`config.mk`:
```
export PLATFORM = sky130hd
export DESIGN_NAME = nibble_serial_tx_flat
export DESIGN_NICKNAME = d
export VERILOG_FILES = /design/src/rtl/nibble_serial_tx_if.sv /design/src/rtl/nibble_serial_tx.sv /design/src/flat_wrapper.sv
export SDC_FILE = /design/constraint.sdc
export NUM_CORES = 1
export LEC_CHECK = 0
export ABC_CLOCK_PERIOD_IN_PS = 3200
export BUFFER_PORTS_ARGS = -buffer_cell sky130_fd_sc_hd__clkbuf_2
export CORE_ASPECT_RATIO = 1.2
export CORE_UTILIZATION = 40
export DETAILED_ROUTE_END_ITERATION = 6
export GPL_TIMING_DRIVEN = 0
export PLACE_DENSITY = 0.56
export SYNTH_ARGS = -nofsm -noshare
export SYNTH_HDL_FRONTEND = slang
export SYNTH_SLANG_ARGS = --single-unit
```
`constraint.sdc`:
```
create_clock -name clk -period 3.2 [get_ports clk]
set_input_delay 0.48 -clock clk [delete_from_list [all_inputs] [get_ports clk]]
set_output_delay 0.48 -clock clk [all_outputs]
set_load 0.005 [all_outputs]
```
`src/rtl/nibble_serial_tx_if.sv`:
```
// Nibble transmitter bus: valid/ready nibble handshake plus line status.
// slave = transmitter side, master = producer / observer side.
interface nibble_serial_tx_if;
  logic [3:0] din;
  logic       valid;
  logic       ready;
  logic       tx;
  logic       busy;
  logic       done;

  modport slave (
    input  din,
    input  valid,
    output ready,
    output tx,
    output busy,
    output done
  );

  modport master (
    output din,
    output valid,
    input  ready,
    input  tx,
    input  busy,
    input  done
  );
endinterface

```
`src/rtl/nibble_serial_tx.sv`:
```
// Nibble serial transmitter: start, 4 data LSB first, opt. even parity, stop.
// Ports: clk, rst (async high), bus (slave: din/valid in, ready/tx/busy/done out).
module nibble_serial_tx #(
  parameter int CLKS_PER_BIT = 4,
  parameter bit PARITY_EN    = 1'b1
) (
  input  logic                clk,
  input  logic                rst,
  nibble_serial_tx_if.slave   bus
);

  localparam int TW =
    (CLKS_PER_BIT > 1) ? $clog2(CLKS_PER_BIT) : 1;
  localparam logic [TW-1:0] LAST = TW'(CLKS_PER_BIT - 1);

  typedef enum logic [2:0] {
    S_IDLE,
    S_START,
    S_DATA,
    S_PARITY,
    S_STOP
  } state_t;

  state_t        r_state;
  logic [TW-1:0] r_timer;
  logic [1:0]    r_bitcnt;
  logic [3:0]    r_shift;
  logic          r_par;
  logic          r_tx;
  logic          r_done;

  logic          w_wrap;
  logic [TW-1:0] w_timer_nx;

  assign w_wrap     = (r_timer == LAST);
  assign w_timer_nx = w_wrap ? '0 : r_timer + 1'b1;

  assign bus.ready = (r_state == S_IDLE);
  assign bus.busy  = (r_state != S_IDLE);
  assign bus.tx    = r_tx;
  assign bus.done  = r_done;

  // tx is loaded one state ahead so each bit starts on its boundary edge.
  always_ff @(posedge clk or posedge rst) begin
    if (rst) begin
      r_state  <= S_IDLE;
      r_timer  <= '0;
      r_bitcnt <= '0;
      r_shift  <= '0;
      r_par    <= 1'b0;
      r_tx     <= 1'b1;
      r_done   <= 1'b0;
    end else begin
      r_done <= 1'b0;
      unique case (r_state)
        S_IDLE: begin
          r_tx     <= 1'b1;
          r_timer  <= '0;
          r_bitcnt <= '0;
          if (bus.valid) begin
            r_shift <= bus.din;
            r_par   <= ^bus.din;
            r_tx    <= 1'b0;
            r_state <= S_START;
          end
        end
        S_START: begin
          r_timer <= w_timer_nx;
          if (w_wrap) begin
            r_tx    <= r_shift[0];
            r_state <= S_DATA;
          end
        end
        S_DATA: begin
          r_timer <= w_timer_nx;
          if (w_wrap) begin
            if (r_bitcnt == 2'd3) begin
              r_bitcnt <= '0;
              if (PARITY_EN) begin
                r_tx    <= r_par;
                r_state <= S_PARITY;
              end else begin
                r_tx    <= 1'b1;
                r_state <= S_STOP;
              end
            end else begin
              r_bitcnt <= r_bitcnt + 2'd1;
              r_shift  <= {1'b0, r_shift[3:1]};
              r_tx     <= r_shift[1];
            end
          end
        end
        S_PARITY: begin
          r_timer <= w_timer_nx;
          if (w_wrap) begin
            r_tx    <= 1'b1;
            r_state <= S_STOP;
          end
        end
        S_STOP: begin
          r_timer <= w_timer_nx;
          r_tx    <= 1'b1;
          if (w_wrap) begin
            r_done  <= 1'b1;
            r_state <= S_IDLE;
          end
        end
        default: begin
          r_tx    <= 1'b1;
          r_state <= S_IDLE;
        end
      endcase
    end
  end

endmodule

```
`src/flat_wrapper.sv`:
```
// flat-port wrapper written by rule: the top's interface ports become plain ports
module nibble_serial_tx_flat 
#(
  parameter int CLKS_PER_BIT = 4,
  parameter bit PARITY_EN    = 1'b1
)
  (clk, rst, bus_din, bus_valid, bus_ready, bus_tx, bus_busy, bus_done);
  nibble_serial_tx_if bus_i ();
  input  logic clk;
  input  logic rst;
  input wire logic [$bits(bus_i.din)-1:0] bus_din;
  input wire logic [$bits(bus_i.valid)-1:0] bus_valid;
  output wire logic [$bits(bus_i.ready)-1:0] bus_ready;
  output wire logic [$bits(bus_i.tx)-1:0] bus_tx;
  output wire logic [$bits(bus_i.busy)-1:0] bus_busy;
  output wire logic [$bits(bus_i.done)-1:0] bus_done;
  assign bus_i.din = bus_din;
  assign bus_i.valid = bus_valid;
  assign bus_ready = bus_i.ready;
  assign bus_tx = bus_i.tx;
  assign bus_busy = bus_i.busy;
  assign bus_done = bus_i.done;
  nibble_serial_tx #(.CLKS_PER_BIT(CLKS_PER_BIT), .PARITY_EN(PARITY_EN)) u_core (.clk(clk), .rst(rst), .bus(bus_i));
endmodule
```
# Word level (Yosys, flattened, before mapping)

Cells that the tools add are included.

Flip-flop bits (word level): 14
Logic and storage cells: 57
Output and inout port bits: 4

Reduce and logical (&&, ||, !) cells: 11
Add/subtract/negate cells: 2
Muxes and demuxes: 24
Equality and inequality tests: 13

Operator list:

| cell                                                                    | number |
|---|---|
| 3-bit 2-to-1 mux                                                        | 6 |
| 3-bit case mux with 5 select lines                                      | 1 |
| 4-bit 2-to-1 mux                                                        | 3 |
| 2-bit by 1-bit inequality test with 1-bit output, second input constant | 5 |
| 2-bit case mux with 2 select lines                                      | 2 |
| 4-bit case mux with 2 select lines                                      | 1 |
| 1-bit 2-to-1 mux                                                        | 7 |
| 3-bit by 2-bit == test with 1-bit output, second input constant         | 2 |
| 2-bit 2-to-1 mux                                                        | 3 |
| 6-bit AND reduction                                                     | 1 |
| 2-bit by 1-bit adder with 2-bit output, second input constant           | 2 |
| 2-bit == test, second input constant                                    | 2 |
| 2-bit inequality test, second input constant                            | 2 |
| 1-bit case mux with 4 select lines                                      | 1 |
| 2-bit AND reduction                                                     | 2 |
| 4-bit AND reduction                                                     | 1 |
| 2-bit nonzero test                                                      | 2 |
| 4-bit OR reduction                                                      | 1 |
| 4-bit XOR reduction                                                     | 1 |
| 3-bit by 1-bit == test with 1-bit output, second input constant         | 1 |
| 3-bit == test, second input constant                                    | 1 |
| 3-bit logical NOT                                                       | 1 |
| 3-bit AND reduction                                                     | 1 |
| 3-bit nonzero test                                                      | 1 |

# Longest topological paths before layout

Gate-level depths: netlist (run 1).

Word-level depth: 4
Gate-level depth with buffers: 5

# Worst setup path after synthesis (run 1)

OpenSTA, ideal clock, no wires.

Kind: reg2reg
Start: reg u_core.r_bitcnt[0]
End: reg u_core.r_shift[0]
Arrival: 1273 ps
Stages on the path, launching flop included: 5
Buffers on the path: 0
Required time: 3075 ps
Period minus slack after synthesis: 1398 ps
Path slack: 1802 ps
Cell sequence: dfrtp_1 > ha_1 > and3b_1 > o21a_2 > mux2_2

Cells in the longest elaborated chain, start to end: 3

RTL lines:

| what                                   | line                   | text |
|---|---|---|
| from (decl)                            | nibble_serial_tx.sv:26 | `logic [1:0] r_bitcnt;` |
| from (signal assigned)                 | nibble_serial_tx.sv:87 | `r_bitcnt <= r_bitcnt + 2'd1;` |
| 2-bit == test                          | nibble_serial_tx.sv:77 | `if (r_bitcnt == 2'd3) begin` |
| 2-bit inequality test (no source line) | --                     |  |
| 4-bit AND reduction (no source line)   | --                     |  |
| to (signal assigned)                   | nibble_serial_tx.sv:61 | `r_shift <= bus.din;` |
| to (signal assigned)                   | nibble_serial_tx.sv:88 | `r_shift <= {1'b0, r_shift[3:1]};` |
| to (decl)                              | nibble_serial_tx.sv:27 | `logic [3:0] r_shift;` |

Every way passes these cells.
A chain may end at the register's enable or synchronous reset.

# Worst setup path after layout (run 1)

Start: reg u_core.r_state[0]
End: out bus_busy

Cells in the longest elaborated chain, start to end: 1

RTL lines:

| what                   | line                   | text |
|---|---|---|
| from (decl)            | nibble_serial_tx.sv:24 | `state_t r_state;` |
| from (signal assigned) | nibble_serial_tx.sv:46 | `r_state <= S_IDLE;` |
| from (signal assigned) | nibble_serial_tx.sv:64 | `r_state <= S_START;` |
| from (signal assigned) | nibble_serial_tx.sv:71 | `r_state <= S_DATA;` |
| 3-bit nonzero test     | nibble_serial_tx.sv:39 | `assign bus.busy = (r_state != S_IDLE);` |
| to (decl)              | flat_wrapper.sv:15     | `output wire logic [$bits(bus_i.busy)-1:0] bus_busy;` |

Every way passes these cells.

==> results of run 1 <==
[metal layers]
| layer | GRT usage, % | routed length (microns) | vias to the layer above | part of all wire, % |
|---|---|---|---|---|
| li1 | - | - | 300 | - |
| met1 | 20.4 | 735 | 285 | 51 |
| met2 | 23.2 | 690 | 3 | 48 |
| met3 | 3.18 | 14 | 2 | 0.97 |
| met4 | 7.81 | 9 | 0 | 0.62 |
| met5 | 0 | 0 | - | 0 |
[flip-flops by register name (all words and copies together) (netlist names)]
signal           count
u_core.bus.done      1
u_core.bus.tx        1
u_core.r_bitcnt      2
u_core.r_par         1
u_core.r_shift       4
u_core.r_state       3
u_core.r_timer       2
[critical path, stage by stage, from the launching register on]
cell      delay, ns
dfrtp_1        0.41
buf_4          0.18
nor3_2         0.25
inv_1          0.06
clkbuf_2       0.11
[cell usage after synthesis]
| library cell | n | area (sq um) |
|---|---|---|
| a211oi_1 | 1 | 7.51 |
| a21oi_1 | 2 | 10.0 |
| a221o_1 | 1 | 10.0 |
| a311oi_1 | 1 | 8.76 |
| a31oi_1 | 3 | 18.8 |
| and3_1 | 1 | 6.26 |
| and3b_1 | 1 | 8.76 |
| buf_2 | 1 | 5.00 |
| buf_4 | 1 | 7.51 |
| buf_6 | 1 | 11.3 |
| clkbuf_1 | 1 | 3.75 |
| dfrtp_1 | 13 | 325 |
| dfstp_2 | 1 | 26.3 |
| ha_1 | 3 | 37.5 |
| inv_1 | 5 | 18.8 |
| mux2_1 | 3 | 33.8 |
| mux2_2 | 3 | 33.8 |
| mux2i_1 | 2 | 20.0 |
| nand2_1 | 3 | 11.3 |
| nand3_1 | 1 | 5.00 |
| nand4_1 | 1 | 6.26 |
| nand4b_1 | 1 | 8.76 |
| nor2_1 | 3 | 11.3 |
| nor2_2 | 1 | 6.26 |
| nor2b_1 | 3 | 18.8 |
| nor3_1 | 1 | 5.00 |
| nor3_2 | 1 | 10.0 |
| nor3b_4 | 1 | 18.8 |
| o21a_2 | 1 | 8.76 |
| o21ai_0 | 5 | 25.0 |
| o22ai_1 | 1 | 6.26 |
| o2bb2ai_1 | 2 | 17.5 |
| o32ai_1 | 1 | 8.76 |
| or2_2 | 1 | 6.26 |
| xnor2_1 | 4 | 35.0 |
[per-stage QoR]
stage / hold WS [ns] / power (uW) / cells
global placement: 0.490 / 708 / 104
finish: 0.214 / 816 / 108
floorplan: 0.369 / 621 / 75
detailed placement: 0.498 / 716 / 104
global route: 0.267 / 882 / 108
CTS: 0.224 / 820 / 108
[final cells by class]
type / instances / area share (%)
repair buffers: 10 / 5.55
inverters: 5 / 2.08
multi-input cells: 52 / 44.8
well taps: 19 / 2.64
plain buffers: 4 / 3.05
clock buffers: 4 / 2.91
flip-flops and latches: 14 / 39.0
[worst max path at each step]
stage / to / slack (ns) / cells past startpoint
2_1_floorplan: u_core.r_shift[0] / 1.80 / 4
3_3_place_gp: u_core.r_shift[0] / 1.68 / 4
3_5_place_dp: u_core.r_shift[0] / 1.67 / 4
4_1_cts: bus_busy / 1.41 / 4
5_1_grt: bus_busy / 1.35 / 4
6_report: bus_busy / 1.43 / 4
[cells by family (layout without fill, tap and decap cells)]
group                    count (synthesis)  in the layout
AND/OR/NAND/NOR                         19             19
AO/OA/AOI/OAI                           18             18
flip-flops                              14             14
buffers and inverters                    9             23
multiplexers                             8              8
XOR/XNOR                                 4              4
adder cells (fa/ha/maj)                  3              3
[report_power, final]
group	internal, uW	switching [uW]	total (uW)
registers	260	54.1	314
logic	192	204	397
clock network	48.3	56.9	105
==> impl_metrics.ini, run 1 <==
[power_and_ir_drop]
p_per_area_mw_per_mm2 = 904
vdd_ir_drop_max_mv = 0.379
power_leakage_uw = 0.000402

[clock_network]
path_clk_slew_ns = 0.09
clockBufferDepth = 2
htreeDepth = 1
hold_buffers = 0
cts_setup_buffers = 0
insertion_delay_ns = 0.27
clock_sinks = 14
numCtsBuffers = 3
cts_tree = done
root_buffer = clkbuf_4
ctsResizeCount = 0

[routing]
dr_total_vias = 590
dr.pass1.iters = 4
drt_iter0_markers = 11
finalWirelength_mm = 1.45
drc = 0
avgRoutedWirePerCell_microns = 13.4
ant_nets = 0
vias_per_cell = 5.46

[cells_and_area]
syn_to_final_growth_pct = 12.5
drive_gt1_share_pct = 28.1
most-common-layout-cells = 13 x dfrtp_1, 10 x clkbuf_2, 5 x inv_1, 5 x o21ai_0, 4 x xnor2_1
fin_util_pct = 48.2
layout.nets = 100
multi_input_area_sq_um = 404
final_common_cell = dfrtp_1
fin_area_sq_um = 902
n_antenna_cell = 0
fillers = 184
seq_area_sq_um = 352

[setup_path]
r2r-end = u_core.r_shift[1]
worst-setup-path-type = flop to output pin
rr_startpoint = u_core.r_state[0]
r2r_setup_slack_ns = 1.66
reg2regPathDepth = 4
required_ns = 2.72
crit_start = u_core.r_state[0]
worstPathArrival_ns = 1.29
path_max_fanout = 10
cp-start-kind = flop
cp-end-kind = output pin

[floorplanning]
core_sq_mm = 0.00187
ioPinCount = 11
dieArea_sq_mm = 0.00219
die_h_microns = 51.1
initial_core_util_pct = 42.8
fp-row-count = 17
die_w_microns = 42.9

[synth]
yosysSeqAreaShare_pct = 43.8
synth-simple-area-share_pct = 15.3
synth_top_family_by_area = simple AND/OR/NAND/NOR gates
synth_compound_area_share_pct = 15.1
synth_xor_area_share_pct = 4.37
syn-num-nets = 85
ys_ff_latch = 14
synthesis.area_sq_um = 802
synth_warnings = 0
yosys.area_share.adder_pct = 4.68
synth_cells = 75
synth.area.mux_share_pct = 10.9
synth_cell_type_count = 35
syn_area_per_cell_sq_um = 10.7

[worst_hold_path]
hp-class = primary input to async pin

[sta]
timing.slew.headroom_pct = 63.3
setup_viol = 0
grt_setup_unrepaired = no
post-route-period-util_pct = 55.3
worstMarginPinSlew_ns = 0.550
drv_slew = 0
fin_ws_ns = 1.43
clock.fmax_ghz = 0.565
fin_crit_ns = 1.77
skew_ns = 0.00125
hold_viol_final = 0
final.setup.tns_ns = 0

[global_route]
grt_pass1_vias = 556
grt_pass1_wl_mm = 2.50
grt_remaining_overflow = 0
grtUsageTotal_pct = 15.3
grt_antenna_before_repair = 0
grt_max_degree = 15

[flow_run]
drv_cap = 0

[run_status]
status = finished clean

[placed_design]
pre_cts_ws_ns = 1.67
place.gp.congestion = 0.704
portBuffers = 10
post_dp_cell_area_sq_um = 876
dp_hpwl_mm = 1.07
(Power assumes the default switching activity.)
==> inputs of run 2 (changes only) <==
--- a/config.mk
+++ b/config.mk
@@ -5,13 +5,13 @@
 export SDC_FILE = /design/constraint.sdc
 export NUM_CORES = 1
 export LEC_CHECK = 0
-export ABC_CLOCK_PERIOD_IN_PS = 3200
+export ABC_CLOCK_PERIOD_IN_PS = 1600
 export BUFFER_PORTS_ARGS = -buffer_cell sky130_fd_sc_hd__clkbuf_2
 export CORE_ASPECT_RATIO = 1.2
 export CORE_UTILIZATION = 40
 export DETAILED_ROUTE_END_ITERATION = 6
 export GPL_TIMING_DRIVEN = 0
-export PLACE_DENSITY = 0.56
+export PLACE_DENSITY = 0.58
 export SYNTH_ARGS = -nofsm -noshare
 export SYNTH_HDL_FRONTEND = slang
 export SYNTH_SLANG_ARGS = --single-unit
==> constraint.sdc (replaced) <==
create_clock -name clk -period 1.6 [get_ports clk]
set_input_delay 0.24 -clock clk [delete_from_list [all_inputs] [get_ports clk]]
set_output_delay 0.24 -clock clk [all_outputs]
set_load 0.005 [all_outputs]
==> run 2 against run 1 <==
Against the previous run:
- cell count up 0.93%
- critical path type is now flop to flop
- routed wire length is 1.3% higher
- highest routed layer unchanged
- power increased by 100%
- count of clock-buffer cells in the layout unchanged
- critical endpoint is now u_core.r_shift[1]
- clock skew grew 0.0016 ns
==> impl_metrics.ini, run 2 (synthesis gave the netlist of run 1 again) <==
[routing]
vias_per_cell = 5.36
finalWirelength_mm = 1.47
drt_iter0_markers = 6
avgRoutedWirePerCell_microns = 13.5
drc = 0
dr_total_vias = 584
dr.pass1.iters = 2
ant_nets = 0

[sta]
clock.fmax_ghz = 0.669
drv_slew = 0
timing.slew.headroom_pct = 65.3
final.setup.tns_ns = 0
post-route-period-util_pct = 93.4
fin_crit_ns = 1.49
fin_ws_ns = 0.105
setup_viol = 0
skew_ns = 0.00289
worstMarginPinSlew_ns = 0.520
grt_setup_unrepaired = no
hold_viol_final = 0

[clock_network]
path_clk_slew_ns = 0.08
clock_sinks = 14
htreeDepth = 1
root_buffer = clkbuf_4
clockBufferDepth = 2
numCtsBuffers = 3
cts_setup_buffers = 0
cts_tree = done
insertion_delay_ns = 0.27

[cells_and_area]
largest_reg_flops = 4
n_antenna_cell = 0
most-common-layout-cells = 13 x dfrtp_1, 11 x clkbuf_2, 5 x inv_1, 5 x o21ai_0, 4 x xnor2_1
top_register = u_core.r_shift
final_common_cell = dfrtp_1
drive_gt1_share_pct = 30.0
fillers = 189
reg.largest.list = u_core.r_shift: 4 flops, u_core.r_state: 3 flops
layout.nets = 101
layout.cells.non_filler = 109
fin_util_pct = 49.3
syn_to_final_growth_pct = 15.0

[floorplanning]
die_w_microns = 42.9
initial_core_util_pct = 42.8
ioPinCount = 11
die_h_microns = 51.1
core_sq_mm = 0.00187
dieArea_sq_mm = 0.00219
fp-row-count = 17

[global_route]
grt_max_degree = 15
grt_pass1_vias = 596
grt_pass1_wl_mm = 2.59
grt_remaining_overflow = 0
grt_antenna_before_repair = 0
grtUsageTotal_pct = 15.4

[placed_design]
pre_cts_ws_ns = 0.0760
portBuffers = 10
dp_hpwl_mm = 1.11
place.gp.congestion = 0.733
dp.cells = 104

[setup_path]
worstPathArrival_ns = 1.65
required_ns = 1.76
path_max_fanout = 5
reg2regPathDepth = 4
cp-start-kind = flop
worst-setup-path-type = flop to flop
cp-end-kind = flop

[flow_run]
drv_cap = 0

[power_and_ir_drop]
power_leakage_uw = 0.000412
vdd_ir_drop_max_mv = 0.820
p_per_area_mw_per_mm2 = 1780

[worst_hold_path]
hp-class = primary input to flop
hold_depth = 2

[run_status]
status = finished clean
-- run 2: layer usage --
layer	track usage, %	share of wire, %
met5	0	0
met4	6.25	0.82
met3	2.12	1.4
met2	25.8	52
met1	19.7	45
-- run 2: where the power goes --
group / internal, uW / total (uW) / switching [uW] / leakage, uW
clock network: 96.3 / 199 / 103 / 0.0000150
registers: 519 / 633 / 114 / 0.000171
logic: 398 / 809 / 411 / 0.000225
-- run 2: stage by stage --
step,power [uW],cell area [sq um],hold slack [ns]
6_report,1640,922,0.212
3_5_place_dp,1430,876,0.295
3_3_place_gp,1410,876,0.289
5_1_grt,1800,922,0.210
4_1_cts,1650,912,0.207
2_1_floorplan,1240,802,0.129
-- run 2: final cells by class --
cell class / instances / area, sq um / area share [%]
well taps: 19 / 23.8 / 2.58
inverters: 5 / 18.8 / 2.04
multi-input cells: 52 / 413 / 44.8
repair buffers: 11 / 60.1 / 6.51
plain buffers: 4 / 28.8 / 3.12
flip-flops and latches: 14 / 352 / 38.1
clock buffers: 4 / 26.3 / 2.85
-- run 2: worst max-delay path, stage by stage, from the launching register on --
cell	delay [ns]
dfrtp_1	0.43
ha_1	0.25
and3b_1	0.21
o21a_2	0.16
mux2_2	0.34
-- run 2: worst paths after layout --
path | end | start | slack, ns
worst max-delay path | u_core.r_shift[1] | u_core.r_bitcnt[0] | 0.11
worst min-delay path | u_core.r_par | bus_valid | 0.21
worst max register to register | u_core.r_shift[1] | u_core.r_bitcnt[0] | 0.11
worst min register to register | u_core.r_shift[2] | u_core.r_shift[2] | 0.51
max in group asynchronous | u_core.bus.tx | rst | 0.70
min in group asynchronous | u_core.r_shift[0] | rst | 0.53
-- run 2: timing repair --
item	in CTS	in global routing
hold buffers	1	0
gates resized for setup	0	4
endpoints found under the setup margin	0	6
hold endpoints to repair	13	0
==> inputs of run 3 (changes only) <==
--- a/config.mk
+++ b/config.mk
@@ -7,11 +7,13 @@
 export LEC_CHECK = 0
 export ABC_CLOCK_PERIOD_IN_PS = 1600
 export BUFFER_PORTS_ARGS = -buffer_cell sky130_fd_sc_hd__clkbuf_2
+export CELL_PAD_IN_SITES_DETAIL_PLACEMENT = 0
+export CELL_PAD_IN_SITES_GLOBAL_PLACEMENT = 2
 export CORE_ASPECT_RATIO = 1.2
-export CORE_UTILIZATION = 40
+export CORE_UTILIZATION = 32
 export DETAILED_ROUTE_END_ITERATION = 6
 export GPL_TIMING_DRIVEN = 0
-export PLACE_DENSITY = 0.58
+export PLACE_DENSITY = 0.7
 export SYNTH_ARGS = -nofsm -noshare
 export SYNTH_HDL_FRONTEND = slang
 export SYNTH_SLANG_ARGS = --single-unit
==> run 3 against run 2 <==
Against the previous run:
- register-to-register slack about the same
- cell area up 3.8%
- clock power up 36%
- maximum frequency down 0.65%
- first-iteration DRC count down 17%
- worst setup slack worse by 0.0098 ns
- flip-flop and latch count unchanged
- clock skew up 0.0019 ns
- sequential power about the same
- critical path depth unchanged
- critical path type unchanged
- largest cell class unchanged
- largest power group unchanged
- highest routed layer unchanged
==> impl_metrics.ini, run 3 (synthesis gave the netlist of run 1 again) <==
[routing]
vias_per_cell = 5.01
drt_iter0_markers = 5
dr.pass1.iters = 3
ant_nets = 0
drc = 0
avgRoutedWirePerCell_microns = 13.2
finalWirelength_mm = 1.61
dr_total_vias = 611

[power_and_ir_drop]
p_per_area_mw_per_mm2 = 1830
power_leakage_uw = 0.000420
fin_total_pwr_uw = 1750
vdd_ir_drop_max_mv = 0.891

[floorplanning]
die_w_microns = 47.7
core_sq_mm = 0.00233
ioPinCount = 11
fp-row-count = 19
dieArea_sq_mm = 0.00271
initial_core_util_pct = 34.4
die_h_microns = 56.8

[cells_and_area]
layout.nets = 102
layout.cells.non_filler = 122
syn_to_final_growth_pct = 19.3
largest_reg_flops = 4
drive_gt1_share_pct = 33.0
final_common_cell = dfrtp_1
fillers = 252
most-common-layout-cells = 13 x dfrtp_1, 11 x clkbuf_2, 5 x inv_1, 5 x o21ai_0, 4 x xnor2_1
top_register = u_core.r_shift
reg.largest.list = u_core.r_shift: 4 flops, u_core.r_state: 3 flops
n_antenna_cell = 0

[worst_hold_path]
hp-class = primary input to flop
hold_depth = 2

[global_route]
grt_max_degree = 15
grt_pass1_vias = 631
grt_antenna_before_repair = 0
grt_pass1_wl_mm = 2.93
grt_remaining_overflow = 0
grtUsageTotal_pct = 15.3

[setup_path]
path_max_fanout = 5
cp-start-kind = flop
cp-end-kind = flop
worstPathArrival_ns = 1.69
reg2regPathDepth = 4
r2r_setup_slack_ns = 0.1
required_ns = 1.78
worst-setup-path-type = flop to flop

[placed_design]
place.gp.congestion = 0.703
portBuffers = 10
dp.cells = 116
dp_hpwl_mm = 1.20

[clock_network]
path_clk_slew_ns = 0.09
numCtsBuffers = 3
clockBufferDepth = 2
cts_tree = done
clock_sinks = 14
insertion_delay_ns = 0.29
htreeDepth = 1
root_buffer = clkbuf_4

[sta]
worstMarginPinSlew_ns = 0.551
final.setup.tns_ns = 0
holdWs_ns = 0.185
clock.fmax_ghz = 0.665
grt_setup_unrepaired = no
fin_crit_ns = 1.50
post-route-period-util_pct = 94.0
skew_ns = 0.00482
hold_viol_final = 0
drv_slew = 0
timing.slew.headroom_pct = 63.2
setup_viol = 0

[run_status]
status = finished clean

[flow_run]
drv_cap = 0
==> run 3: final cells by class <==
class	instances	area, sq um	share of cell area (%)
repair buffers	12	67.6	7.06
inverters	5	18.8	1.96
well taps	31	38.8	4.05
flip-flops and latches	14	352	36.7
multi-input cells	52	415	43.4
plain buffers	4	28.8	3.01
clock buffers	4	36.3	3.79
==> run 3: timing repair <==
item	in CTS	in global routing
hold buffers	1	0
setup endpoints to repair	0	8
endpoints found under the hold margin	13	0
resized for setup	0	5
setup buffers	0	1
==> run 3: per-layer routing <==
| metal | track usage (%) | up-vias | routed length, microns |
|---|---|---|---|
| met4 | 8.33 | 0 | 48 |
| li1 | - | 305 | - |
| met2 | 21.4 | 9 | 740 |
| met5 | 0 | - | 0 |
| met3 | 2.89 | 5 | 41 |
| met1 | 21.4 | 292 | 780 |
==> run 3: where the power goes <==
group	internal (uW)	switching [uW]	leakage, uW
combinational	419	432	0.000228
clock	139	131	0.0000210
sequential	519	111	0.000171
total	1080	674	0.000420
==> run 3: per-stage QoR <==
stage          setup slack (ns)  utilization [%]  area, sq um
2_1_floorplan             0.202                -          802
3_3_place_gp             0.0637             38.2          891
3_5_place_dp             0.0425             38.2          891
4_1_cts                  0.0151             40.2          937
5_1_grt                 0.00695             41.1          957
6_report                 0.0954             41.1          957
==> run 3: final timing paths <==
kind                                      to               start
setup / recovery           u_core.r_shift[0]  u_core.r_bitcnt[0]
setup reg to reg           u_core.r_shift[0]  u_core.r_bitcnt[0]
hold reg to reg            u_core.r_shift[2]   u_core.r_shift[2]
min in group asynchronous  u_core.r_state[2]                 rst
max in group asynchronous      u_core.bus.tx                 rst
hold / removal                  u_core.r_par           bus_valid
==> run 3: critical path: stages, from the launching register on <==
cell     delay [ns]
dfrtp_1        0.43
ha_1           0.25
and3b_1        0.22
o21a_2         0.16
mux2_2         0.34
